**src/rtl/imem_program_loader.sv**
```systemverilog
// imem_program_loader: writer side of the instruction memory.
// Receives a framed byte stream (SYNC, LEN_HI, LEN_LO, 4*N data bytes, CSUM),
// packs big-endian 32-bit words and writes them to word addresses 0..N-1.
// The core is held (cpu_hold) from SYNC until a frame with a good checksum
// completes; a bad frame leaves it held with err set.
//
// Handshakes: a byte transfers on a posedge where in_valid && in_ready; a
// memory write transfers on a posedge where mem_we && mem_ready. Once raised,
// mem_we/mem_addr/mem_wdata stay unchanged until that transfer happens.
// DEPTH must not exceed 2**ADDR_W, and ADDR_W must be below 16 so that the
// word count slice of the 16-bit length is in range.
module imem_program_loader #(
    parameter int          ADDR_W = 8,
    parameter int          DEPTH  = 256,
    parameter logic [7:0]  SYNC   = 8'hA5
) (
    input  logic              clk,
    input  logic              rst,
    input  logic              in_valid,
    input  logic [7:0]        in_data,
    output logic              in_ready,
    output logic              mem_we,
    output logic [ADDR_W-1:0] mem_addr,
    output logic [31:0]       mem_wdata,
    input  logic              mem_ready,
    output logic              cpu_hold,
    output logic              done,
    output logic              err,
    output logic [2:0]        dbg_state
);

    typedef enum logic [2:0] {
        S_IDLE   = 3'd0,
        S_LEN_HI = 3'd1,
        S_LEN_LO = 3'd2,
        S_DATA   = 3'd3,
        S_WRITE  = 3'd4,
        S_CSUM   = 3'd5,
        S_DONE   = 3'd6,
        S_ERR    = 3'd7
    } state_e;

    localparam logic [16:0] DEPTH_L = 17'(DEPTH);

    state_e            state;
    logic [7:0]        len_hi;
    logic [ADDR_W:0]   n_words;
    logic [ADDR_W:0]   idx;
    logic [1:0]        byte_cnt;
    logic [23:0]       word_sr;
    logic [7:0]        csum;

    logic              accept;
    logic [15:0]       len_full;
    logic [ADDR_W:0]   idx_inc;

    assign accept    = in_valid && in_ready;
    assign len_full  = {len_hi, in_data};
    assign idx_inc   = idx + 1'b1;
    assign dbg_state = state;

    // Frame-parsing FSM; every output is registered here.
    always_ff @(posedge clk or negedge rst) begin
        if (!rst) begin
            state     <= S_IDLE;
            in_ready  <= 1'b1;
            mem_we    <= 1'b0;
            mem_addr  <= '0;
            mem_wdata <= '0;
            cpu_hold  <= 1'b0;
            done      <= 1'b0;
            err       <= 1'b0;
            len_hi    <= '0;
            n_words   <= '0;
            idx       <= '0;
            byte_cnt  <= '0;
            word_sr   <= '0;
            csum      <= '0;
        end else begin
            case (state)
                // IDLE and ERR both discard bytes until SYNC starts a new frame.
                S_IDLE, S_ERR: begin
                    if (accept && in_data == SYNC) begin
                        state    <= S_LEN_HI;
                        cpu_hold <= 1'b1;
                        err      <= 1'b0;
                        csum     <= '0;
                        idx      <= '0;
                        byte_cnt <= '0;
                    end
                end
                S_LEN_HI: begin
                    if (accept) begin
                        len_hi <= in_data;
                        state  <= S_LEN_LO;
                    end
                end
                S_LEN_LO: begin
                    if (accept) begin
                        if ({1'b0, len_full} > DEPTH_L) begin
                            state <= S_ERR;
                            err   <= 1'b1;
                        end else begin
                            n_words <= len_full[ADDR_W:0];
                            state   <= (len_full == 16'd0) ? S_CSUM : S_DATA;
                        end
                    end
                end
                S_DATA: begin
                    if (accept) begin
                        word_sr  <= {word_sr[15:0], in_data};
                        csum     <= csum ^ in_data;
                        byte_cnt <= byte_cnt + 2'd1;
                        // The fourth byte completes the word: issue the write.
                        if (byte_cnt == 2'd3) begin
                            mem_we    <= 1'b1;
                            mem_addr  <= idx[ADDR_W-1:0];
                            mem_wdata <= {word_sr, in_data};
                            in_ready  <= 1'b0;
                            state     <= S_WRITE;
                        end
                    end
                end
                S_WRITE: begin
                    if (mem_ready) begin
                        mem_we   <= 1'b0;
                        in_ready <= 1'b1;
                        idx      <= idx_inc;
                        state    <= (idx_inc == n_words) ? S_CSUM : S_DATA;
                    end
                end
                S_CSUM: begin
                    if (accept) begin
                        if (in_data == csum) begin
                            state    <= S_DONE;
                            done     <= 1'b1;
                            cpu_hold <= 1'b0;
                            in_ready <= 1'b0;
                        end else begin
                            state <= S_ERR;
                            err   <= 1'b1;
                        end
                    end
                end
                S_DONE: begin
                    done     <= 1'b0;
                    in_ready <= 1'b1;
                    state    <= S_IDLE;
                end
                default: begin
                    state <= S_IDLE;
                end
            endcase
        end
    end

endmodule

```
**config.mk**
```make
export PLATFORM = sky130hd
export DESIGN_NAME = imem_program_loader
export DESIGN_NICKNAME = d
export VERILOG_FILES = /design/src/rtl/imem_program_loader.sv
export SDC_FILE = /design/constraint.sdc
export NUM_CORES = 1
export LEC_CHECK = 0
export BUFFER_PORTS_ARGS = -buffer_cell sky130_fd_sc_hd__buf_4
export CELL_PAD_IN_SITES_DETAIL_PLACEMENT = 0
export CELL_PAD_IN_SITES_GLOBAL_PLACEMENT = 1
export CORE_MARGIN = 5
export CORE_UTILIZATION = 46
export CTS_CLUSTER_SIZE = 40
export DETAILED_ROUTE_END_ITERATION = 7
export GPL_ROUTABILITY_DRIVEN = 0
export PLACE_DENSITY_LB_ADDON = 0.15
export SETUP_SLACK_MARGIN = 0.1
export SLEW_MARGIN = 20
export SYNTH_ARGS = -nofsm -noshare
export SYNTH_HDL_FRONTEND = slang
export SYNTH_SLANG_ARGS = --single-unit
export TNS_END_PERCENT = 1
```
**constraint.sdc**
```tcl
create_clock -name clk -period 2.5 [get_ports clk]
set_input_delay 0.375 -clock clk [delete_from_list [all_inputs] [get_ports clk]]
set_output_delay 0.375 -clock clk [all_outputs]
set_load 0.005 [all_outputs]
```
* Yosys cells after proc, flatten, opt, wreduce, memory -nomap -nowiden
Cells that the tools add are included.
Operators by class: muxes and demuxes 42, reduce and logical (&&, ||, !) cells 24, add/subtract/negate cells 2, bitwise gates (word level) 2, equal/unequal tests 21, order comparisons 1
Operators by type and width (number):
- 3-bit 2-to-1 mux | 10
- 3-bit one-hot mux with 7 select lines | 1
- 2-bit != test (second input constant) | 10
- 9-bit 2-to-1 mux | 2
- 9-bit one-hot mux with 2 select lines | 1
- 1-bit 2-to-1 mux | 17
- 16-bit by 9-bit > comparator with 1-bit output (second input constant) | 1
- 16-bit zero test | 1
- 8-bit 2-to-1 mux | 2
- 8-bit one-hot mux with 2 select lines | 1
- 3-bit AND reduction | 5
- 3-bit == test (second input constant) | 4
- 6-bit AND reduction | 2
- 2-bit nonzero test | 5
- 9-bit by 1-bit adder with 9-bit output (second input constant) | 1
- 9-bit == test | 1
- 8-bit == test | 1
- 8-bit == test (second input constant) | 1
- 4-bit AND reduction | 2
- 8-bit bitwise XOR | 1
- 7-bit AND reduction | 1
- 3-bit by 2-bit == test with 1-bit output (second input constant) | 2
- 1-bit one-hot mux with 2 select lines | 3
- 2-bit 2-to-1 mux | 2
- 13 further kinds | 15
Word-level totals: logic and storage cells 106, register bits after elaboration 108, output and inout port bits 48

* Logic depth before layout (Yosys ltp)
Gate-level depths: netlist of run 1.
depth after elaboration 5, gate-level depth with buffers 8

* Worst setup path after synthesis of run 1
OpenSTA, ideal clock, no wires.
path type input port to flip-flop, start point in in_data[4], end point reg n_words[0], stages 6, setup slack 0.294 ns, arrival 2.081 ns, buffers on the path 1, setup time 0.125 ns, path through buf_4 -> or4_4 -> nand2b_4 -> a211o_4 -> nor2_8 -> mux2_4
On the way: word-level cells in the longest chain between the ends 3
Ends and longest elaborated chain:
- start: declaration | line 20 | input logic [7:0] in_data,
- 16-bit by 9-bit > comparator with 1-bit output | line 100 | if ({1'b0, len_full} > DEPTH_L) begin
- 1-bit inverter (no source line)
- 3-bit AND reduction (no source line)
- end signal: assignment | line 104 | n_words <= len_full[ADDR_W:0];
- end: declaration | line 47 | logic [ADDR_W:0] n_words;
No other way between the ends. A chain may end at the register's enable or synchronous reset.

* Worst setup path after layout of run 1
start point reg idx[0], end point reg state[1], in the netlist dbg_state[1]
On the way: word-level cells in the longest chain between the ends 5
Ends and longest elaborated chain:
- start: declaration | line 48 | logic [ADDR_W:0] idx;
- start signal: assignment | line 128 | idx <= idx_inc;
- 9-bit by 1-bit adder with 9-bit output | line 59 | assign idx_inc = idx + 1'b1;
- 9-bit == test | line 129 | state <= (idx_inc == n_words) ? S_CSUM : S_DATA;
- 3-bit 2-to-1 mux | line 129
- 3-bit 2-to-1 mux | line 125 | if (mem_ready) begin
- 3-bit one-hot mux with 7 select lines | line 80 | case (state)
- end signal: assignment | line 105 | state <= (len_full == 16'd0) ? S_CSUM : S_DATA;
- end signal: assignment | line 129
- end: declaration | line 45 | state_e state;
No other way between the ends. The select of a mux whose other input is x is not followed.

==> results.toml, run 1 <==
[status]
status = "finished, final reports clean"

[power_and_ir_drop]
p_leak_nw = 2.85
combPwrFrac_pct = 34.0
vdd_drop_max_uv = 477
clock_power_share_pct = 18.1
intPower_w = 0.00400
switching_share_pct = 35.0
power.density_cell_area_nw_per_um2 = 1060
seq_power_share_pct = 47.8
power_switching_w = 0.00215

[worst_hold_path]
worstHoldStart = "in_data[3]"
holdCritPathClass = "input pin to flip-flop"
worst_hold_path.num_cells = 3
hold_end = "word_sr[3]"

[final_layout]
syn2layout_area_growth_pct = 14.4
antenna-diode-count = 0
finish.instance_area_sq_um = 5810
layout.filler_cells = 987
num-nets-final = 516
layout-drive-gt1-share_pct = 29.2

[yosys]
post_synth_instance_area_sq_um = 5080
postSynthRegisterBits = 108
synth.area.mux_share_pct = 14.3
dominantRegCellSynth = "dfrtp_1"
synth-xor-area-share_pct = 3.28
area_fraction_in_compound_gates_after_synthesis_pct = 9.49
average_footprint_of_a_synthesized_cell_sq_um = 11.2
synth-async-reset-ratio_pct = 100
synth.lib_cells_used.distinct = 62
synth-adder-area-share_pct = 0.493
synthCells = 453
synth_top_family_by_area = "simple AND/OR/NAND/NOR gates"
ys_warn_count = 0
synth_seq_area_share_pct = 53.3
mappedNetlistNets = 467
synth_simple_gate_area_share_pct = 15.1
synth_enable_flop_cells = 0

[grt]
first_global_vias = 3571
grt_overflow_total = 0
grt_util_all_layers_pct = 18.1
antenna_found_initial = 0
grt_start_max_net_pins = 56
wire_length_of_the_first_global_routing_pass_microns = 18700

[placed_design]
place_ws_ns = 0.143
buffer_ports.inserted = 59
post-dp-hpwl_microns = 7690
detailed_place.area_sq_um = 5590

[timing]
maxClockFrequency_mhz = 472
report.final.setup_viol = 0
unrepaired_setup_endpoints_after_global_routing = "no"
fin_tns_setup_ns = 0
drv_slew = 0
relSlewSlack_pct = 57.4
fin_skew_ns = 0.0183
period_share_pct = 84.8
final.setup.worst_slack_ns = 0.380
finalHoldViolCount = 0
finalWorstPathRequiredPeriod_ns = 2.12
worst_slew_pin_slew_ns = 0.640

[setup_path]
worst_r2r_endpoint = "dbg_state[1]"
worst_case_reg_to_reg_path_depth = 7
timing.setup.critical_path_class = "flip-flop to flip-flop"
r2r_setup_slack_ns = 0.38
critical_path.endpoint_type = "flip-flop"
required_time_of_the_critical_path_ns = 2.75
r2r_start = "idx[0]"
crit_arrival_ns = 2.37
critical_path.max_fanout = 10
timing.critical_path.from_type = "flip-flop"

[cts]
cts.htree.levels = 3
clock_tree.buffer_depth = 2
cts_buffers = 9
worst_skew_pair.late_latency_ns = 0.37
clock_tree_from_tritoncts = "yes"
cts_post_setup_buffers_inserted = 0
clockRootBuffer = "clkbuf_8"
cts.sink_count = 108
worst_setup_hold_path_clk_slew_ns = 0.11

[routing]
routedWlPerCell_microns = 17.3
drt_first_pass_iters = 4
drt_first_iter_violations = 148
num_vias = 3545
final_routed_wirelength_across_all_metal_layers_microns = 11200
post-route-drc-count = 0
route.detailed.vias_per_inst = 5.48
drt.antenna.violating_nets = 0

[floorplanning]
core_area_sq_um = 10800
chipHeight_microns = 115
initial_core_utilization_pct = 46.8
num_io_pins = 60
die_width_microns = 115
floorplan.die_area_sq_um = 13200
rows = 38

[job]
max-cap-violations = 0
## worst max-delay path: stages (launching register included)
cell and delay, ns:
dfrtp_1 0.50, ha_2 0.34, nand2_1 0.16, nor2_1 0.20, xnor2_1 0.16, o2111ai_1 0.19, o311ai_1 0.32, nand3_1 0.11
## cell usage in the layout, fill, tap and decap left out, types with 3 or more instances in the layout
cell      count
mux2_1        5
dfrtp_1     107
o41ai_1       3
mux2_2       44
o21a_1        8
and3_1        3
nor2b_1       4
inv_6         3
nand4_1       5
nand3_1      11
buf_4        65
o31ai_1       4
nor2_1       20
xnor2_1      15
a22o_1        3
o21ai_0      15
nand2_1      90
xor2_1        4
clkbuf_8      9
mux2_4        9
mux2i_1       4
and2_1        5
a21oi_1      17
## cell usage after synthesis (all sizes together) (2+ instances only)
master / n / area (sq um)
nor4: 2 / 12.5
nand3: 11 / 55.1
o31ai: 4 / 30.0
a22o: 3 / 26.3
clkbuf: 21 / 119
o21a: 8 / 60.1
nand4: 5 / 31.3
and2: 5 / 31.3
o41ai: 3 / 26.3
nand2b: 2 / 20.0
ha: 2 / 25.0
mux2: 58 / 687
nor2b: 4 / 25.0
nand2: 92 / 353
a32o: 2 / 20.0
o21ai: 17 / 88.8
a211o: 2 / 26.3
xor2: 4 / 35.0
a21oi: 17 / 85.1
and4: 2 / 17.5
or3: 2 / 12.5
xnor2: 15 / 131
and3: 3 / 18.8
inv: 2 / 7.51
nand3b: 2 / 15.0
o2111ai: 2 / 17.5
dfrtp: 107 / 2680
buf: 8 / 46.3
o311ai: 3 / 26.3
nor3b: 2 / 15.0
nor2: 21 / 95.1
mux2i: 4 / 40.0
nor3: 4 / 36.3
## state kept, by name (all words and copies together) (netlist names)
register / flops
word_sr: 24
n_words: 9
in_ready: 1
mem_wdata: 32
mem_addr: 8
done: 1
csum: 8
idx: 9
byte_cnt: 2
mem_we: 1
err: 1
cpu_hold: 1
len_hi: 8
dbg_state: 3
## cell type report
type                            instances  area [sq um]  share of cell area [%]
Clock inverter                          6          76.3                    1.31
Inverter                                2          7.51                   0.129
Tap cell                              140           175                    3.02
Clock buffer                           10           128                    2.20
Sequential cell                       108          2700                    46.6
Multi-Input combinational cell        313          2180                    37.5
Timing Repair Buffer                   68           538                    9.26
## power by group through the flow
stage                     Combinational (W)  Sequential, W  Clock (W)
final                               0.00209        0.00294    0.00112
after global routing                0.00236        0.00306    0.00122
after CTS                           0.00213        0.00295    0.00114
after detailed placement            0.00212        0.00298          0
after global placement              0.00207        0.00296          0
after floorplan                     0.00143        0.00280          0
## worst max path at each step
stage,start,endpoint
floorplan,in_data[4],n_words[0]
global placement,in_data[6],csum[2]
detailed placement,in_data[6],csum[5]
CTS,idx[0],dbg_state[1]
global route,idx[0],dbg_state[1]
finish,idx[0],dbg_state[1]
## cells by family (layout without fill, tap and decap cells)
group	Yosys count	after routing
simple gates	160	160
mux	62	62
xor+xnor	19	19
buf+inv	32	86
flops	108	108
fa+ha+maj	2	2
compound gates	70	70
## timing repair
item,4_1_cts,5_1_grt
endpoints found under the setup margin,0,1
hold buffers,1,0
endpoints found under the hold margin,24,0
resized for setup,0,1
## through the flow
stage	total power [W]	hold WS, ns	util, %	instances
detailed placement	0.00510	0.329	51.6	630
global route	0.00663	0.259	53.6	647
global placement	0.00502	0.323	51.6	630
floorplan	0.00423	0.0794	-	453
finish	0.00615	0.284	53.6	647
CTS	0.00623	0.269	53.6	647
## layer usage
| metal | wire (microns) | vias to the layer above | share of wire [%] | track usage [%] |
|---|---|---|---|---|
| li1 | - | 1673 | - | - |
| met1 | 5170 | 1776 | 46 | 25.1 |
| met2 | 5360 | 85 | 48 | 28.9 |
| met3 | 521 | 11 | 4.7 | 3.89 |
| met4 | 160 | 0 | 1.4 | 4.69 |
| met5 | 0 | - | 0 | 0 |
(Power assumes the default switching activity.)
==> run 2: changes to the inputs <==
==> constraint.sdc (replaced) <==
create_clock -name clk -period 2 [get_ports clk]
set_input_delay 0.3 -clock clk [delete_from_list [all_inputs] [get_ports clk]]
set_output_delay 0.3 -clock clk [all_outputs]
set_load 0.005 [all_outputs]
==> run 2 against run 1 <==
Effect of this change:
- wire length is 2.6% higher
- register-to-register slack got worse by 0.27 ns
- worst setup slack worse by 0.27 ns
- clock skew is 0.011 ns lower
- cell area rose by 5.6%
- clock-buffer cell count fell by 1
- critical path depth down 2
- critical path type unchanged
- largest cell class unchanged
==> results.toml, run 2 (synthesis gave the netlist of run 1 again) <==
[placed_design]
detailed_place.area_sq_um = 5860
place_ws_ns = -0.211
post-dp-hpwl_microns = 8250
buffer_ports.inserted = 59

[routing]
drt_first_pass_iters = 4
final_routed_wirelength_across_all_metal_layers_microns = 11500
route.detailed.vias_per_inst = 5.37
routedWlPerCell_microns = 16.9
post-route-drc-count = 0
drt.antenna.violating_nets = 0
drt_first_iter_violations = 198
num_vias = 3665

[grt]
wire_length_of_the_first_global_routing_pass_microns = 19600
grt_util_all_layers_pct = 18.8
first_global_vias = 3807
grt_start_max_net_pins = 50
antenna_found_initial = 0
grt_overflow_total = 0

[timing]
finalHoldViolCount = 0
fin_skew_ns = 0.00746
period_share_pct = 94.6
drv_slew = 0
report.final.setup_viol = 0
fin_tns_setup_ns = 0
final.setup.worst_slack_ns = 0.107
unrepaired_setup_endpoints_after_global_routing = "yes"
maxClockFrequency_mhz = 528
relSlewSlack_pct = 73.8
finalWorstPathRequiredPeriod_ns = 1.89
worst_slew_pin_slew_ns = 0.388

[setup_path]
timing.critical_path.from_type = "flip-flop"
critical_path.cell_chain = "nand2_4 > a22o_1 > a32o_1 > o41ai_1 > a211o_1"
critical_path.max_fanout = 6
critical_path.endpoint_type = "flip-flop"
critPathSlowestCell = "dfstp_2"
required_time_of_the_critical_path_ns = 2.31
crit_arrival_ns = 2.21
timing.setup.critical_path_class = "flip-flop to flip-flop"
cpPeakStageDelay_ns = 0.60

[final_layout]
top_regs = "mem_wdata: 32 flops, word_sr: 24 flops"
syn2layout_area_growth_pct = 20.8
antenna-diode-count = 0
layout-drive-gt1-share_pct = 35.8
layout.filler_cells = 950
mostFrequentLayoutCells = "102 x dfrtp_1, 97 x buf_4, 90 x nand2_1"
max_flop_register = "mem_wdata"
leading_cell_type_in_the_layout_fill_and_taps_excluded = "dfrtp_1"
num-nets-final = 551
finish.instance_area_sq_um = 6140
largest_register_ffs = 32

[cts]
cts.htree.levels = 3
worst_setup_hold_path_clk_slew_ns = 0.10
clock_tree.buffer_depth = 2
cts_buffers = 9
cts.sink_count = 108
clockRootBuffer = "clkbuf_8"
clock_tree_from_tritoncts = "yes"
worst_skew_pair.late_latency_ns = 0.37

[status]
status = "finished, final reports clean"

[job]
max-cap-violations = 0

[floorplanning]
die_width_microns = 115
num_io_pins = 60
rows = 38
chipHeight_microns = 115
core_area_sq_um = 10800
initial_core_utilization_pct = 46.8
floorplan.die_area_sq_um = 13200

[power_and_ir_drop]
vdd_drop_max_uv = 639
total_chip_power_w = 0.00807
p_leak_nw = 3.02
power.density_cell_area_nw_per_um2 = 1320

[worst_hold_path]
holdCritPathClass = "input pin to flip-flop"
==> run 2: metrics by stage <==
step / cells / utilization (%) / hold WS [ns]
floorplan: 453 / - / 0.00441
global placement: 662 / 54.0 / 0.252
detailed placement: 662 / 54.0 / 0.252
CTS: 679 / 56.1 / 0.194
global route: 682 / 56.6 / 0.190
finish: 682 / 56.6 / 0.209
==> run 2: power breakdown <==
group          switching (W)  internal (W)  leakage [nW]
sequential          0.000657       0.00299          1.40
combinational        0.00135       0.00168          1.52
clock               0.000798      0.000604         0.104
total                0.00280       0.00527          3.02
==> run 2: worst paths after layout <==
kind	from	endpoint	slack (ns)	cells past startpoint
max in group asynchronous	rst	csum[2]	1.04	3
min in group asynchronous	rst	mem_addr[6]	0.38	2
min reg2reg	word_sr[22]	word_sr[22]	0.48	2
max reg2reg	in_ready	dbg_state[2]	0.11	5
min	in_data[5]	len_hi[5]	0.21	2
max	in_ready	dbg_state[2]	0.11	5
==> run 2: per-layer routing <==
layer	vias to the layer above	share of wire, %	track usage, %
met3	15	3.8	3.37
met5	-	0	0
met2	63	49	29.6
li1	1760	-	-
met1	1827	46	26.5
met4	0	1.6	6.18
==> run 2: area by class of cell <==
cell class / instances / area, sq um / share of cell area [%]
clock buffer: 9 / 124 / 2.02
clock inverter: 7 / 82.6 / 1.35
inverter: 2 / 7.51 / 0.122
multi-input combinational: 313 / 2210 / 36.0
sequential: 108 / 2710 / 44.2
tap: 140 / 175 / 2.85
timing repair buffer: 103 / 830 / 13.5
==> run 2: worst max-delay path: cells and delay by family, from the launching register on <==
family,cells,cell delay [ns]
AOI/OAI and AO/OA,4,1.11
DFF,1,0.60
and+or+nand+nor,1,0.12
==> run 2: repair_timing <==
| item | CTS | global route |
|---|---|---|
| resized for setup | 2 | 13 |
| setup endpoints to repair | 10 | 72 |
| hold endpoints to repair | 25 | 0 |
| setup buffers | 0 | 3 |
| pin swaps | 1 | 5 |
| hold buffers | 1 | 0 |
==> run 3: changes to the inputs <==
--- a/config.mk
+++ b/config.mk
@@ -8,13 +8,12 @@
 export BUFFER_PORTS_ARGS = -buffer_cell sky130_fd_sc_hd__buf_4
 export CELL_PAD_IN_SITES_DETAIL_PLACEMENT = 0
 export CELL_PAD_IN_SITES_GLOBAL_PLACEMENT = 1
-export CORE_MARGIN = 5
 export CORE_UTILIZATION = 46
 export CTS_CLUSTER_SIZE = 40
 export DETAILED_ROUTE_END_ITERATION = 7
 export GPL_ROUTABILITY_DRIVEN = 0
 export PLACE_DENSITY_LB_ADDON = 0.15
-export SETUP_SLACK_MARGIN = 0.1
+export SETUP_SLACK_MARGIN = 0.15
 export SLEW_MARGIN = 20
 export SYNTH_ARGS = -nofsm -noshare
 export SYNTH_HDL_FRONTEND = slang
==> run 3 against run 2 <==
Effect of this change:
- global-route usage grew 2.0 points
- worst hold slack improved by 0.0016 ns
- largest power group unchanged
- combinational power up 2%
==> results.toml, run 3 (synthesis gave the netlist of run 1 again) <==
[setup_path]
critPathSlowestCell = "dfstp_2"
critical_path.cell_chain = "nand2_8 > a22o_1 > a32o_1 > or3b_2 > nand4_1"
worst_case_reg_to_reg_path_depth = 5
required_time_of_the_critical_path_ns = 2.30
r2r_start = "in_ready"
timing.setup.critical_path_class = "flip-flop to flip-flop"
worst_r2r_endpoint = "in_ready"
crit_arrival_ns = 2.23
critical_path.max_fanout = 6
timing.critical_path.buf_inv = 0
timing.critical_path.from_type = "flip-flop"
r2r_setup_slack_ns = 0.08
critical_path.endpoint_type = "flip-flop"
cpPeakStageDelay_ns = 0.64
worst_path_dominant_cell_family = "simple AND/OR/NAND/NOR gates"

[final_layout]
syn2layout_area_growth_pct = 21.4
top_regs = "mem_wdata: 32 flops, word_sr: 24 flops"
antenna-diode-count = 0
largest_register_ffs = 32
max_flop_register = "mem_wdata"
finish.instance_area_sq_um = 6160
num-nets-final = 553
layout-drive-gt1-share_pct = 37.2
mostFrequentLayoutCells = "103 x dfrtp_1, 96 x buf_4, 89 x nand2_1"
final_core_area_utilization_pct = 58.7
leading_cell_type_in_the_layout_fill_and_taps_excluded = "dfrtp_1"

[timing]
drv_slew = 0
fin_tns_setup_ns = 0
finalHoldViolCount = 0
relSlewSlack_pct = 68.1
fin_skew_ns = 0.0134
unrepaired_setup_endpoints_after_global_routing = "yes"
worst_slew_pin_slew_ns = 0.478
period_share_pct = 96.1
finalWorstPathRequiredPeriod_ns = 1.92
report.final.setup_viol = 0
maxClockFrequency_mhz = 520

[grt]
first_global_vias = 3471
met3_usage_pct = 3.47
wire_length_of_the_first_global_routing_pass_microns = 18400
antenna_found_initial = 0
grt.busiest_layer = "met2"
grt_start_max_net_pins = 46
grt_util_all_layers_pct = 20.8
grt_overflow_total = 0
gr-usage-met2_pct = 33.2
grtUsageMet1_pct = 29.8

[cts]
cts.htree.levels = 3
clock_tree.buffer_depth = 2
cts.sink_count = 108
worst_setup_hold_path_clk_slew_ns = 0.10
worst_skew_pair.late_latency_ns = 0.36
clock_tree_from_tritoncts = "yes"
cts_buffers = 9
clockRootBuffer = "clkbuf_8"

[job]
max-cap-violations = 0

[routing]
final_routed_wirelength_across_all_metal_layers_microns = 11100
num_vias = 3634
routedWlPerCell_microns = 16.3
route.detailed.vias_per_inst = 5.35
post-route-drc-count = 0
drt_first_pass_iters = 4
drt_first_iter_violations = 132
drt.antenna.violating_nets = 0

[floorplanning]
floorplan.die_area_sq_um = 11500
rows = 37
die_width_microns = 107
core_area_sq_um = 10500
chipHeight_microns = 107
initial_core_utilization_pct = 48.3
num_io_pins = 60

[worst_hold_path]
worstHoldStart = "in_data[0]"
hold_end = "len_hi[0]"
holdCritPathClass = "input pin to flip-flop"
worst_hold_path.num_cells = 2

[placed_design]
detailed_place.area_sq_um = 5820
buffer_ports.inserted = 59
post-dp-hpwl_microns = 7790

[status]
status = "finished, final reports clean"

[power_and_ir_drop]
total_chip_power_w = 0.00787
vdd_drop_max_uv = 741
p_leak_nw = 3.02
power.density_cell_area_nw_per_um2 = 1280
-- run 3: cell type report --
type                       instances  area [sq um]
clock inverter                     5          51.3
fill                             896          4340
tap                              136           170
sequential                       108          2710
clock buffer                      10           128
timing repair buffer             104           836
inverter                           2          7.51
multi-input combinational        314          2260
-- run 3: layer usage --
layer | vias up | share of wire [%]
met5 | - | 0
met4 | 0 | 1.0
met3 | 10 | 3.8
met2 | 76 | 48
met1 | 1798 | 47
li1 | 1750 | -
-- run 3: worst max-delay path by stage --
stage	cells after the start	start	to	slack, ns
6_report	5	in_ready	in_ready	0.08
3_5_place_dp	7	in_data[6]	idx[4]	-0.22
5_1_grt	5	in_ready	in_ready	0.05
4_1_cts	5	len_hi[4]	n_words[1]	0.04
3_3_place_gp	6	in_data[6]	n_words[3]	-0.17
2_1_floorplan	6	in_data[6]	n_words[0]	-0.13
-- run 3: worst register-to-register path, delay by kind of cell (launching register included) --
family | cells | cell delay, ns
compound gates | 2 | 0.50
flops | 1 | 0.64
simple gates | 3 | 0.71
-- run 3: per-stage QoR --
stage	instances	worst slack, ns	hold WS [ns]
final	679	0.0778	0.211
after global routing	679	0.0529	0.200
after CTS	673	0.0439	0.196
after detailed placement	656	-0.215	0.184
after global placement	656	-0.174	0.177
after floorplan	453	-0.129	0.00441
-- run 3: repair_timing --
item                                    in CTS  in global routing
cloned                                       0                  1
pin swaps                                    2                 13
hold buffers                                 1                  0
hold endpoints to repair                    14                  0
gates resized for setup                      2                 28
endpoints found under the setup margin      29                 56
buffers inserted                             1                  5
-- run 3: where the power goes --
part	switching (W)	internal, W	leakage, nW
logic	0.00140	0.00167	1.53
registers	0.000624	0.00299	1.40
clock network	0.000727	0.000466	0.0893
